### src/rtl/dt_tx_pkg.sv
// Shared types and defaults for the triple-FIFO UART transmitter.
// Optional feature macro: UART_PARITY_EN (adds an even-parity bit to each frame).
package dt_tx_pkg;

   localparam int unsigned NUM_CH           = 3;
   localparam int unsigned CH_W             = 2;
   localparam int unsigned DEF_DATA_W       = 8;
   localparam int unsigned DEF_FIFO_DEPTH   = 32;
   localparam int unsigned DEF_CLKS_PER_BIT = 16;

   typedef enum logic [2:0] {
      ST_IDLE   = 3'd0,
      ST_LOAD   = 3'd1,
      ST_START  = 3'd2,
      ST_DATA   = 3'd3,
`ifdef UART_PARITY_EN
      ST_PARITY = 3'd4,
`endif
      ST_STOP   = 3'd5
   } tx_state_e;

   // Round-robin successor: 0 -> 1 -> 2 -> 0
   function automatic logic [CH_W-1:0] next_ch(input logic [CH_W-1:0] ch);
      return (ch == CH_W'(NUM_CH - 1)) ? '0 : ch + CH_W'(1);
   endfunction

endpackage

### src/rtl/sync_fifo.sv
// Single-clock FIFO with registered read data, registered empty/full flags.
// A push while full is accepted only when a pop happens in the same cycle.
module sync_fifo #(
   parameter int unsigned DATA_W = 8,
   parameter int unsigned DEPTH  = 32
) (
   input  logic              clk,
   input  logic              rst_n,
   input  logic              wr_en,
   input  logic [DATA_W-1:0] din,
   input  logic              rd_en,
   output logic [DATA_W-1:0] dout,
   output logic              empty,
   output logic              full
);

   localparam int unsigned PTR_W = (DEPTH > 1) ? $clog2(DEPTH) : 1;
   localparam int unsigned CNT_W = PTR_W + 1;

   logic [DATA_W-1:0] mem [DEPTH];
   logic [PTR_W-1:0]  wr_ptr_q;
   logic [PTR_W-1:0]  rd_ptr_q;
   logic [CNT_W-1:0]  count_q;
   logic [CNT_W-1:0]  count_d;
   logic              empty_q;
   logic              full_q;
   logic [DATA_W-1:0] dout_q;
   logic              push;
   logic              pop;

   assign pop   = rd_en && !empty_q;
   assign push  = wr_en && (!full_q || pop);
   assign dout  = dout_q;
   assign empty = empty_q;
   assign full  = full_q;

   // Next occupancy from the accepted push/pop pair
   always_comb begin
      count_d = count_q;
      case ({push, pop})
         2'b10:   count_d = count_q + CNT_W'(1);
         2'b01:   count_d = count_q - CNT_W'(1);
         default: count_d = count_q;
      endcase
   end

   // Storage array, no reset needed
   always_ff @(posedge clk) begin
      if (push) mem[wr_ptr_q] <= din;
   end

   // Pointers, occupancy, flags and read data register
   always_ff @(posedge clk or negedge rst_n) begin
      if (!rst_n) begin
         wr_ptr_q <= '0;
         rd_ptr_q <= '0;
         count_q  <= '0;
         empty_q  <= 1'b1;
         full_q   <= 1'b0;
         dout_q   <= '0;
      end else begin
         if (push) wr_ptr_q <= wr_ptr_q + PTR_W'(1);
         if (pop) begin
            rd_ptr_q <= rd_ptr_q + PTR_W'(1);
            dout_q   <= mem[rd_ptr_q];
         end
         count_q <= count_d;
         empty_q <= (count_d == '0);
         full_q  <= (count_d == CNT_W'(DEPTH));
      end
   end

endmodule

### src/rtl/triple_fifo_uart_tx.sv
// Three write-side FIFOs drained round-robin into one UART serializer.
// Optional feature macro: UART_PARITY_EN (inserts an even-parity bit before stop).
module triple_fifo_uart_tx
   import dt_tx_pkg::*;
#(
   parameter int unsigned DATA_W       = DEF_DATA_W,
   parameter int unsigned FIFO_DEPTH   = DEF_FIFO_DEPTH,
   parameter int unsigned CLKS_PER_BIT = DEF_CLKS_PER_BIT
) (
   input  logic              clk,
   input  logic              rst_n,
   input  logic              start,
   input  logic              wr_en_fifo_1,
   input  logic [DATA_W-1:0] data_in_fifo_1,
   input  logic              wr_en_fifo_2,
   input  logic [DATA_W-1:0] data_in_fifo_2,
   input  logic              wr_en_fifo_3,
   input  logic [DATA_W-1:0] data_in_fifo_3,
   output logic              tx
);

   localparam int unsigned BAUD_W = $clog2(CLKS_PER_BIT);
   localparam int unsigned BIT_W  = (DATA_W > 1) ? $clog2(DATA_W) : 1;

   logic [NUM_CH-1:0] wr_en_v;
   logic [DATA_W-1:0] din_v  [NUM_CH];
   logic [DATA_W-1:0] dout_v [NUM_CH];
   logic [NUM_CH-1:0] rd_en_v;
   logic [NUM_CH-1:0] empty_v;
   logic [NUM_CH-1:0] fifo_full_unused;

   tx_state_e         state_q, state_d;
   logic [BAUD_W-1:0] baud_q, baud_d;
   logic [BIT_W-1:0]  bit_q, bit_d;
   logic [DATA_W-1:0] shreg_q, shreg_d;
   logic [CH_W-1:0]   rr_q, rr_d;
   logic [CH_W-1:0]   sel_q, sel_d;
   logic              tx_q, tx_d;
`ifdef UART_PARITY_EN
   logic              par_q, par_d;
`endif

   logic              found;
   logic [CH_W-1:0]   pick_ch;
   logic              baud_done;

   assign wr_en_v   = {wr_en_fifo_3, wr_en_fifo_2, wr_en_fifo_1};
   assign din_v[0]  = data_in_fifo_1;
   assign din_v[1]  = data_in_fifo_2;
   assign din_v[2]  = data_in_fifo_3;
   assign baud_done = (baud_q == BAUD_W'(CLKS_PER_BIT - 1));
   assign tx        = tx_q;

   genvar g;
   for (g = 0; g < NUM_CH; g++) begin : g_fifo
      sync_fifo #(
         .DATA_W (DATA_W),
         .DEPTH  (FIFO_DEPTH)
      ) u_fifo (
         .clk   (clk),
         .rst_n (rst_n),
         .wr_en (wr_en_v[g]),
         .din   (din_v[g]),
         .rd_en (rd_en_v[g]),
         .dout  (dout_v[g]),
         .empty (empty_v[g]),
         .full  (fifo_full_unused[g])
      );
   end

   // Round-robin search: first non-empty channel starting at rr_q
   always_comb begin
      int unsigned c;
      found   = 1'b0;
      pick_ch = rr_q;
      c       = 0;
      for (int unsigned i = 0; i < NUM_CH; i++) begin
         c = int'(rr_q) + i;
         if (c >= NUM_CH) c = c - NUM_CH;
         if (!found && !empty_v[CH_W'(c)]) begin
            found   = 1'b1;
            pick_ch = CH_W'(c);
         end
      end
   end

   // FSM next-state, datapath next values and pop request
   always_comb begin
      state_d = state_q;
      baud_d  = baud_q;
      bit_d   = bit_q;
      shreg_d = shreg_q;
      rr_d    = rr_q;
      sel_d   = sel_q;
      tx_d    = 1'b1;
      rd_en_v = '0;
`ifdef UART_PARITY_EN
      par_d   = par_q;
`endif
      case (state_q)
         ST_IDLE: begin
            if (start && found) begin
               rd_en_v = NUM_CH'(1) << pick_ch;
               sel_d   = pick_ch;
               state_d = ST_LOAD;
            end
         end
         ST_LOAD: begin
            shreg_d = dout_v[sel_q];
`ifdef UART_PARITY_EN
            par_d   = ^dout_v[sel_q];
`endif
            baud_d  = '0;
            bit_d   = '0;
            state_d = ST_START;
         end
         ST_START: begin
            tx_d = 1'b0;
            if (baud_done) begin
               baud_d  = '0;
               state_d = ST_DATA;
            end else begin
               baud_d = baud_q + BAUD_W'(1);
            end
         end
         ST_DATA: begin
            tx_d = shreg_q[0];
            if (baud_done) begin
               baud_d  = '0;
               shreg_d = shreg_q >> 1;
               if (bit_q == BIT_W'(DATA_W - 1)) begin
                  bit_d   = '0;
`ifdef UART_PARITY_EN
                  state_d = ST_PARITY;
`else
                  state_d = ST_STOP;
`endif
               end else begin
                  bit_d = bit_q + BIT_W'(1);
               end
            end else begin
               baud_d = baud_q + BAUD_W'(1);
            end
         end
`ifdef UART_PARITY_EN
         ST_PARITY: begin
            tx_d = par_q;
            if (baud_done) begin
               baud_d  = '0;
               state_d = ST_STOP;
            end else begin
               baud_d = baud_q + BAUD_W'(1);
            end
         end
`endif
         ST_STOP: begin
            tx_d = 1'b1;
            if (baud_done) begin
               baud_d  = '0;
               rr_d    = next_ch(sel_q);
               state_d = ST_IDLE;
            end else begin
               baud_d = baud_q + BAUD_W'(1);
            end
         end
         default: state_d = ST_IDLE;
      endcase
   end

   // State and datapath registers; reset forces the line high at once
   always_ff @(posedge clk or negedge rst_n) begin
      if (!rst_n) begin
         state_q <= ST_IDLE;
         baud_q  <= '0;
         bit_q   <= '0;
         shreg_q <= '0;
         rr_q    <= '0;
         sel_q   <= '0;
         tx_q    <= 1'b1;
`ifdef UART_PARITY_EN
         par_q   <= 1'b0;
`endif
      end else begin
         state_q <= state_d;
         baud_q  <= baud_d;
         bit_q   <= bit_d;
         shreg_q <= shreg_d;
         rr_q    <= rr_d;
         sel_q   <= sel_d;
         tx_q    <= tx_d;
`ifdef UART_PARITY_EN
         par_q   <= par_d;
`endif
      end
   end

endmodule

### config.mk
export PLATFORM = sky130hd
export DESIGN_NAME = triple_fifo_uart_tx
export DESIGN_NICKNAME = d
export VERILOG_FILES = /design/src/rtl/dt_tx_pkg.sv /design/src/rtl/sync_fifo.sv /design/src/rtl/triple_fifo_uart_tx.sv
export SDC_FILE = /design/constraint.sdc
export NUM_CORES = 1
export LEC_CHECK = 0
export BUFFER_PORTS_ARGS = -buffer_cell sky130_fd_sc_hd__buf_2
export CAP_MARGIN = 20
export CORE_MARGIN = 2
export CORE_UTILIZATION = 50
export DETAILED_ROUTE_END_ITERATION = 12
export PLACE_DENSITY = 0.61
export SLEW_MARGIN = 40
export SYNTH_ARGS = -nofsm -noshare
export SYNTH_HDL_FRONTEND = slang
export SYNTH_SLANG_ARGS = --single-unit
export TNS_END_PERCENT = 20
### constraint.sdc
create_clock -name clk -period 6.06 [get_ports clk]
set_input_delay 0.303 -clock clk [delete_from_list [all_inputs] [get_ports clk]]
set_output_delay 0.303 -clock clk [all_outputs]
set_load 0.01 [all_outputs]
; After elaboration in Yosys (flattened, before gate mapping)
; Memory sizes are Yosys's and may differ from the RTL's. A register that Yosys moved wholly into a read port is not among the register bits.
; Cells that the tools add are included.
[totals]
reg_bits = 77
mem_bits_rw = 768
inputBits = 30
out_inout_bits = 1
wordCells = 154
memories = 3
[op_classes]
n_addsub = 20
magnitude_cmp = 7
n_eq_ne = 21
shift = 1
mux = 44
bitwise_logic = 1
reduce_logical = 35
[memory_table]
columns = name, depth, word_bits, rd, rd_clocked_by_memory_dff, wr, line_no
row1 = g_fifo[0].u_fifo.mem, 32, 8, 1, 1, 1, sync_fifo.sv:20  ; logic [DATA_W-1:0] mem [DEPTH];
row2 = g_fifo[1].u_fifo.mem, 32, 8, 1, 1, 1, sync_fifo.sv:20
row3 = g_fifo[2].u_fifo.mem, 32, 8, 1, 1, 1, sync_fifo.sv:20
[ops]
columns = op, count
row1 = 6-bit one-hot mux with 2 select lines, 3
row2 = 5-bit by 1-bit adder with 5-bit output (second input constant), 6
row3 = 3-bit 2-to-1 mux, 9
row4 = 8-bit 2-to-1 mux, 3
row5 = 6-bit by 1-bit adder with 6-bit output (second input constant), 3
row6 = 6-bit == test (second input constant), 3
row7 = 6-bit logical NOT, 3
row8 = 6-bit by 1-bit subtractor with 6-bit output (second input constant), 3
row9 = 8-bit binary-select mux with 2-bit select, 1
row10 = 8-bit one-hot mux with 2 select lines, 1
row11 = 3-bit one-hot mux with 5 select lines, 1
row12 = 2-bit 2-to-1 mux, 7
row13 = 1-bit logical NOT, 12
row14 = 1-bit 2-to-1 mux, 12
row15 = 2-bit != test (second input constant), 5
row16 = 1-bit logical AND, 9
row17 = 2-bit by 3-bit < comparator with 1-bit output (second input constant), 3
row18 = 2-bit == test (second input constant), 4
row19 = 4-bit one-hot mux with 2 select lines, 1
row20 = 1-bit binary-select mux with 2-bit select, 3
row21 = 2-bit by 1-bit == test with 1-bit output (second input constant), 3
row22 = 3-bit by 2-bit == test with 1-bit output (second input constant), 2
row23 = 3-bit == test (second input constant), 2
row24 = 3-bit by 2-bit greater-or-equal comparator with 1-bit output (second input constant), 2
row25 = other kinds (21), 28

; Depth between registers and ports, before layout
[depth]
word_depth = 20
mapped_depth = 20
mapped_depth_nobuf = 18

; By module
; From an unflattened synthesis, not the netlist that was laid out.
[hier_totals]
hier_cells = 2075
hier_area_um2 = 35469.0
[modules_own_cells]
columns = module, instances, cells_each, area_each_um2, seq_area_each_um2
row1 = sync_fifo (g_fifo[1].u_fifo ...), 2, 619, 11250.8, 8339.2
row2 = sync_fifo (g_fifo[0].u_fifo), 1, 649, 11334.6, 8339.2
row3 = triple_fifo_uart_tx, 1, 188, 1632.8, 576.8

; Worst setup path before layout
; No wires, ideal clock.
[synth_timing]
path_type = register to register
start = register rr_q[0]
end = register g_fifo[0].u_fifo.full_q
setup_ps = 73
arrival_time_ps = 4078
required_time_ps = 5987
path_slack_ps = 1909
stages_incl_launch_ff = 20
path_buffers = 2
period_less_slack_ps = 4151
cell_sequence = dfrtp_1 > inv_1 > ha_1 > buf_6 > mux2_4 > mux2i_4 > nand3_1 > a2bb2oi_1 > or4_1 > buf_2 > a21oi_2 > inv_1 > ha_1 > ha_1 > a21o_1 > a21oi_1 > o21bai_1 > o311ai_0 > xor2_1 > nor2b_1
[synth_between]
elab_chain_len = 20
word_cells_on_any_way = 39
classes_between = add/sub (5) / order compare (3) / eq/ne (3) / shift (1) / mux (18) / reduce/logical (9)
[synth_rtl]
columns = element, line_no
row1 = "start, declared", triple_fifo_uart_tx.sv:36  ; logic [CH_W-1:0] rr_q, rr_d;
row2 = "start signal, assigned", triple_fifo_uart_tx.sv:188  ; rr_q <= rr_d;
row3 = 2-bit by 1-bit adder with 3-bit output, triple_fifo_uart_tx.sv:78  ; c = int'(rr_q) + i;
row4 = 3-bit by 2-bit greater-or-equal comparator with 1-bit output / 2-bit subtractor (equally long branches), triple_fifo_uart_tx.sv:79  ; if (c >= NUM_CH) c = c - NUM_CH;
row5 = 2-bit 2-to-1 mux, triple_fifo_uart_tx.sv:79
row6 = 1-bit binary-select mux with 2-bit select, triple_fifo_uart_tx.sv:80  ; if (!found && !empty_v[CH_W'(c)]) begin
row7 = 1-bit 2-to-1 mux (not written as such), triple_fifo_uart_tx.sv:80
row8 = 1-bit logical NOT, triple_fifo_uart_tx.sv:80
row9 = 1-bit logical AND, triple_fifo_uart_tx.sv:80
row10 = 1-bit 2-to-1 mux, triple_fifo_uart_tx.sv:80
row11 = [5 not listed], -
row12 = 3-bit 2-to-1 mux (*), triple_fifo_uart_tx.sv:100  ; case (state_q)
row13 = 1-bit logical AND (*), sync_fifo.sv:31  ; assign pop = rd_en && !empty_q;
row14 = 1-bit logical OR, sync_fifo.sv:32  ; assign push = wr_en && (!full_q || pop);
row15 = 1-bit logical AND, sync_fifo.sv:32
row16 = 2-bit by 1-bit == test with 1-bit output / 2-bit == test (equally long branches), sync_fifo.sv:40  ; case ({push, pop})
row17 = 6-bit one-hot mux with 2 select lines (*), sync_fifo.sv:40
row18 = named net g_fifo[0].u_fifo.count_d[5], sync_fifo.sv:24  ; logic [CNT_W-1:0] count_d;
row19 = 6-bit == test (*), sync_fifo.sv:69  ; full_q <= (count_d == CNT_W'(DEPTH));
row20 = "end signal, assigned", sync_fifo.sv:69
row21 = "end, declared", sync_fifo.sv:26  ; logic full_q;
; The timed path passes the listed nets; every way through them passes the cells marked *. The select of a mux whose other input is x is not followed.
; A chain may end at the register's enable or synchronous reset.

; Final worst setup path
; Same ends and word-level chain as after synthesis.

==> run metrics <==
run status finished, final reports clean; CTS tree yes; WP data arrival 5.71 ns; vias in the first global route 16,600; total number of vias 16,300; path type of the worst min-delay path in -> reg; average cell area after synthesis 20.0 µm²; R2R Path Start rr_q[0]; TritonRoute pass-1 iters 5; Hold Crit Depth 3; die boundary width 269 µm; number of placement rows 97; Slew Viols, Final 0; max-cap check violation count 0; Net Count, Synth 1,821; number of buffer and inverter instances along the worst setup path 2; routed via count divided by cell count 5.77; maximum fanout count along the critical path 24; wire length per cell after detailed routing 24.3 µm; Hold Path End g_fifo[2].u_fifo.wr_ptr_q[0]; Slowest-stage cell, CP or4_1; WL final 68,600 µm; maximum clock skew at final layout 0.0203 ns; standby leakage power 0.0125 µW; Final Cycle Share 0.851; Final TNS setup 0 ns; final-report hold violation count 0; CTS Buf Count 89; commonest cells after routing, fill and taps aside 768 x edfxtp_1, 240 x mux4_2, 91 x clkbuf_16; slew at the pin closest to its max-slew limit 0.831 ns; peak clock frequency supported by timing 0.194 GHz; setup-violating endpoint count in the final report 0; clock insertion delay at the later pin of the skew report 0.64 ns; Die Footprint 72,300 µm²; drt initial violations 1,466; type of the setup path with the least slack reg -> reg; effective utilization at floorplan 0.503; peak ir drop on the vdd network 0.233 mV; RSZ-0062 raised after global routing false; setup bufs post-CTS 0; routability-driven placement congestion ratio 0.761; Syn Inst Count 1,751; post-layout min period 5.15 ns; largest delay contributor family on the critical path compound AO/OA/AOI/OAI gates; startpoint class of the critical path register; worst reg-to-reg setup slack 0.91 ns; depth of the worst register-to-register path 17; maximum clock path buffer count 3; number of cells after detailed placement 2,650; Main synth FF type edfxtp_1; gr ovfl total 0; leading cell type in the layout, fill and taps excluded edfxtp_1; count of placed standard cells in the final layout, fillers left out 2,818; I/O pin total 31; total clock sinks 869; clock-pin slew of the registers on the worst-case setup and hold paths 0.06 ns; Power per Cell Area 348 nW/µm²; final net count 1,874; wire length of the first global-routing pass 104,000 µm; post-DP HPWL 43,000 µm; Layout area overhead 11.6%; Post-synth EDFFs 768; Synthesis Warnings 0; largest net degree at the start of global routing 58; GRT Util Overall 0.195; Worst path most repeated cell ha_1; endpoint of the worst register-to-register path g_fifo[0].u_fifo.full; worst hold slack after final layout 0.119 ns; Seq/Total Area, Yosys 0.730; Critical Path End Type register; slowest cell delay on critical path 0.80 ns; DRT antenna net count 0; Netlist cell types 73; share of post-route cells with drive strength above 1 0.260; H-tree depth reported by CTS 3; clock root cell clkbuf_16; synthesis-stage register bit count 869; remaining max-slew budget at the tightest pin 0.444; initial antenna violation count 2; worst path required time 6.62 ns; startpoint of the lowest-slack hold path wr_en_fifo_3; final core utilization 0.561; # resized after CTS 0; cell area after technology mapping 35,100 µm²; count of buffers from port buffering 30; crit-path cells inv_1 -> ha_1 -> nand2_1 -> o22a_1 -> o311ai_2 -> a2bb2oi_1 -> or4_1 -> a21oi_2 -> inv_1 -> ha_1 -> ha_1 -> a21o_1 -> a21oi_1 -> o21bai_1 -> o311ai_0 -> xor2_1 -> nor2b_1; Antenna diodes 0; die extent in y 269 µm; number of remaining DRC errors 0; total power 13,600 µW; async set-or-reset flop fraction in the synthesized netlist 0.116; Core Area 69,800 µm²
-- area by class of cell --
cell class,instances,area [µm²]
Multi-Input combinational cell,770,9060
Sequential cell,869,25600
Fill cell,5237,30600
Clock inverter,50,390
Clock buffer,115,2420
Timing Repair Buffer,51,389
Tap cell,940,1180
Inverter,23,86.3
-- state kept, by name, indices dropped and copies added (netlist names) --
signal / count
state_q: 3
tx: 1
g_fifo.u_fifo.count_q: 18
g_fifo.u_fifo.full: 3
g_fifo.u_fifo.mem: 768
g_fifo.u_fifo.dout: 24
baud_q: 4
g_fifo.u_fifo.rd_ptr_q: 15
sel_q: 2
bit_q: 3
g_fifo.u_fifo.empty: 3
rr_q: 2
shreg_q: 8
g_fifo.u_fifo.wr_ptr_q: 15
-- how the worst max path moves through the flow --
stage,from,endpoint,cells after the start,slack [ns]
global route,rr_q[1],g_fifo[0].u_fifo.full,17,0.65
floorplan,rr_q[0],g_fifo[0].u_fifo.full,19,1.91
global placement,rr_q[0],g_fifo[0].u_fifo.full,17,1.22
detailed placement,rr_q[0],g_fifo[0].u_fifo.full,17,1.01
CTS,rr_q[0],g_fifo[0].u_fifo.full,17,0.98
finish,rr_q[0],g_fifo[0].u_fifo.full,17,0.91
-- per-stage QoR --
step / setup WS, ns / cell area (µm²)
after floorplan: 1.91 / 35100
after global placement: 1.22 / 36100
after detailed placement: 1.01 / 36300
after CTS: 0.980 / 39100
after global routing: 0.652 / 39100
final: 0.906 / 39100
-- cells in the mapped netlist (20+ instances only) --
library cell | n | area (µm²)
and3_1 | 28 | 175
buf_2 | 20 | 100
clkbuf_1 | 49 | 184
dfrtp_1 | 97 | 2430
edfxtp_1 | 768 | 23100
ha_1 | 37 | 463
inv_1 | 23 | 86.3
mux2i_1 | 35 | 350
mux4_2 | 240 | 5410
nand2_1 | 65 | 244
nor2_1 | 93 | 349
o21ai_0 | 48 | 240
xnor2_1 | 30 | 263
-- per-layer routing --
metal,up-vias,share of wire,GRT usage
met5,-,0.00032,0
met4,4,0.021,0.0465
met3,111,0.047,0.0322
met2,363,0.49,0.315
met1,8568,0.44,0.280
li1,7227,-,-
-- logic make-up (layout without fill, tap and decap cells) --
| kind of cell | after synthesis | count (layout) | synth area share |
|---|---|---|---|
| adder cells (fa/ha/maj) | 42 | 42 | 0.0155 |
| multiplexers | 292 | 292 | 0.170 |
| AO/OA/AOI/OAI | 125 | 125 | 0.0238 |
| flip-flops | 869 | 869 | 0.730 |
| buffers and inverters | 112 | 239 | 0.0136 |
| AND/OR/NAND/NOR | 273 | 273 | 0.0382 |
| XOR/XNOR | 38 | 38 | 0.00949 |
-- worst min-delay path, stage by stage --
cell and delay [ns]:
buf_2 0.14, o21ai_0 0.18, xnor2_1 0.09
-- power by group --
group	internal (µW)	switching (µW)	total, µW	leakage (µW)
registers	6980	241	7220	0.00823
logic	430	748	1180	0.00291
clock network	3000	2240	5230	0.00137
total	10400	3230	13600	0.0125
-- timing repair --
| action | in CTS | in global routing |
|---|---|---|
| hold buffers | 3 | 0 |
| endpoints found under the hold margin | 44 | 0 |
| setup endpoints to repair | 0 | 0 |
Note: power is estimated with default switching activity, not from simulation.
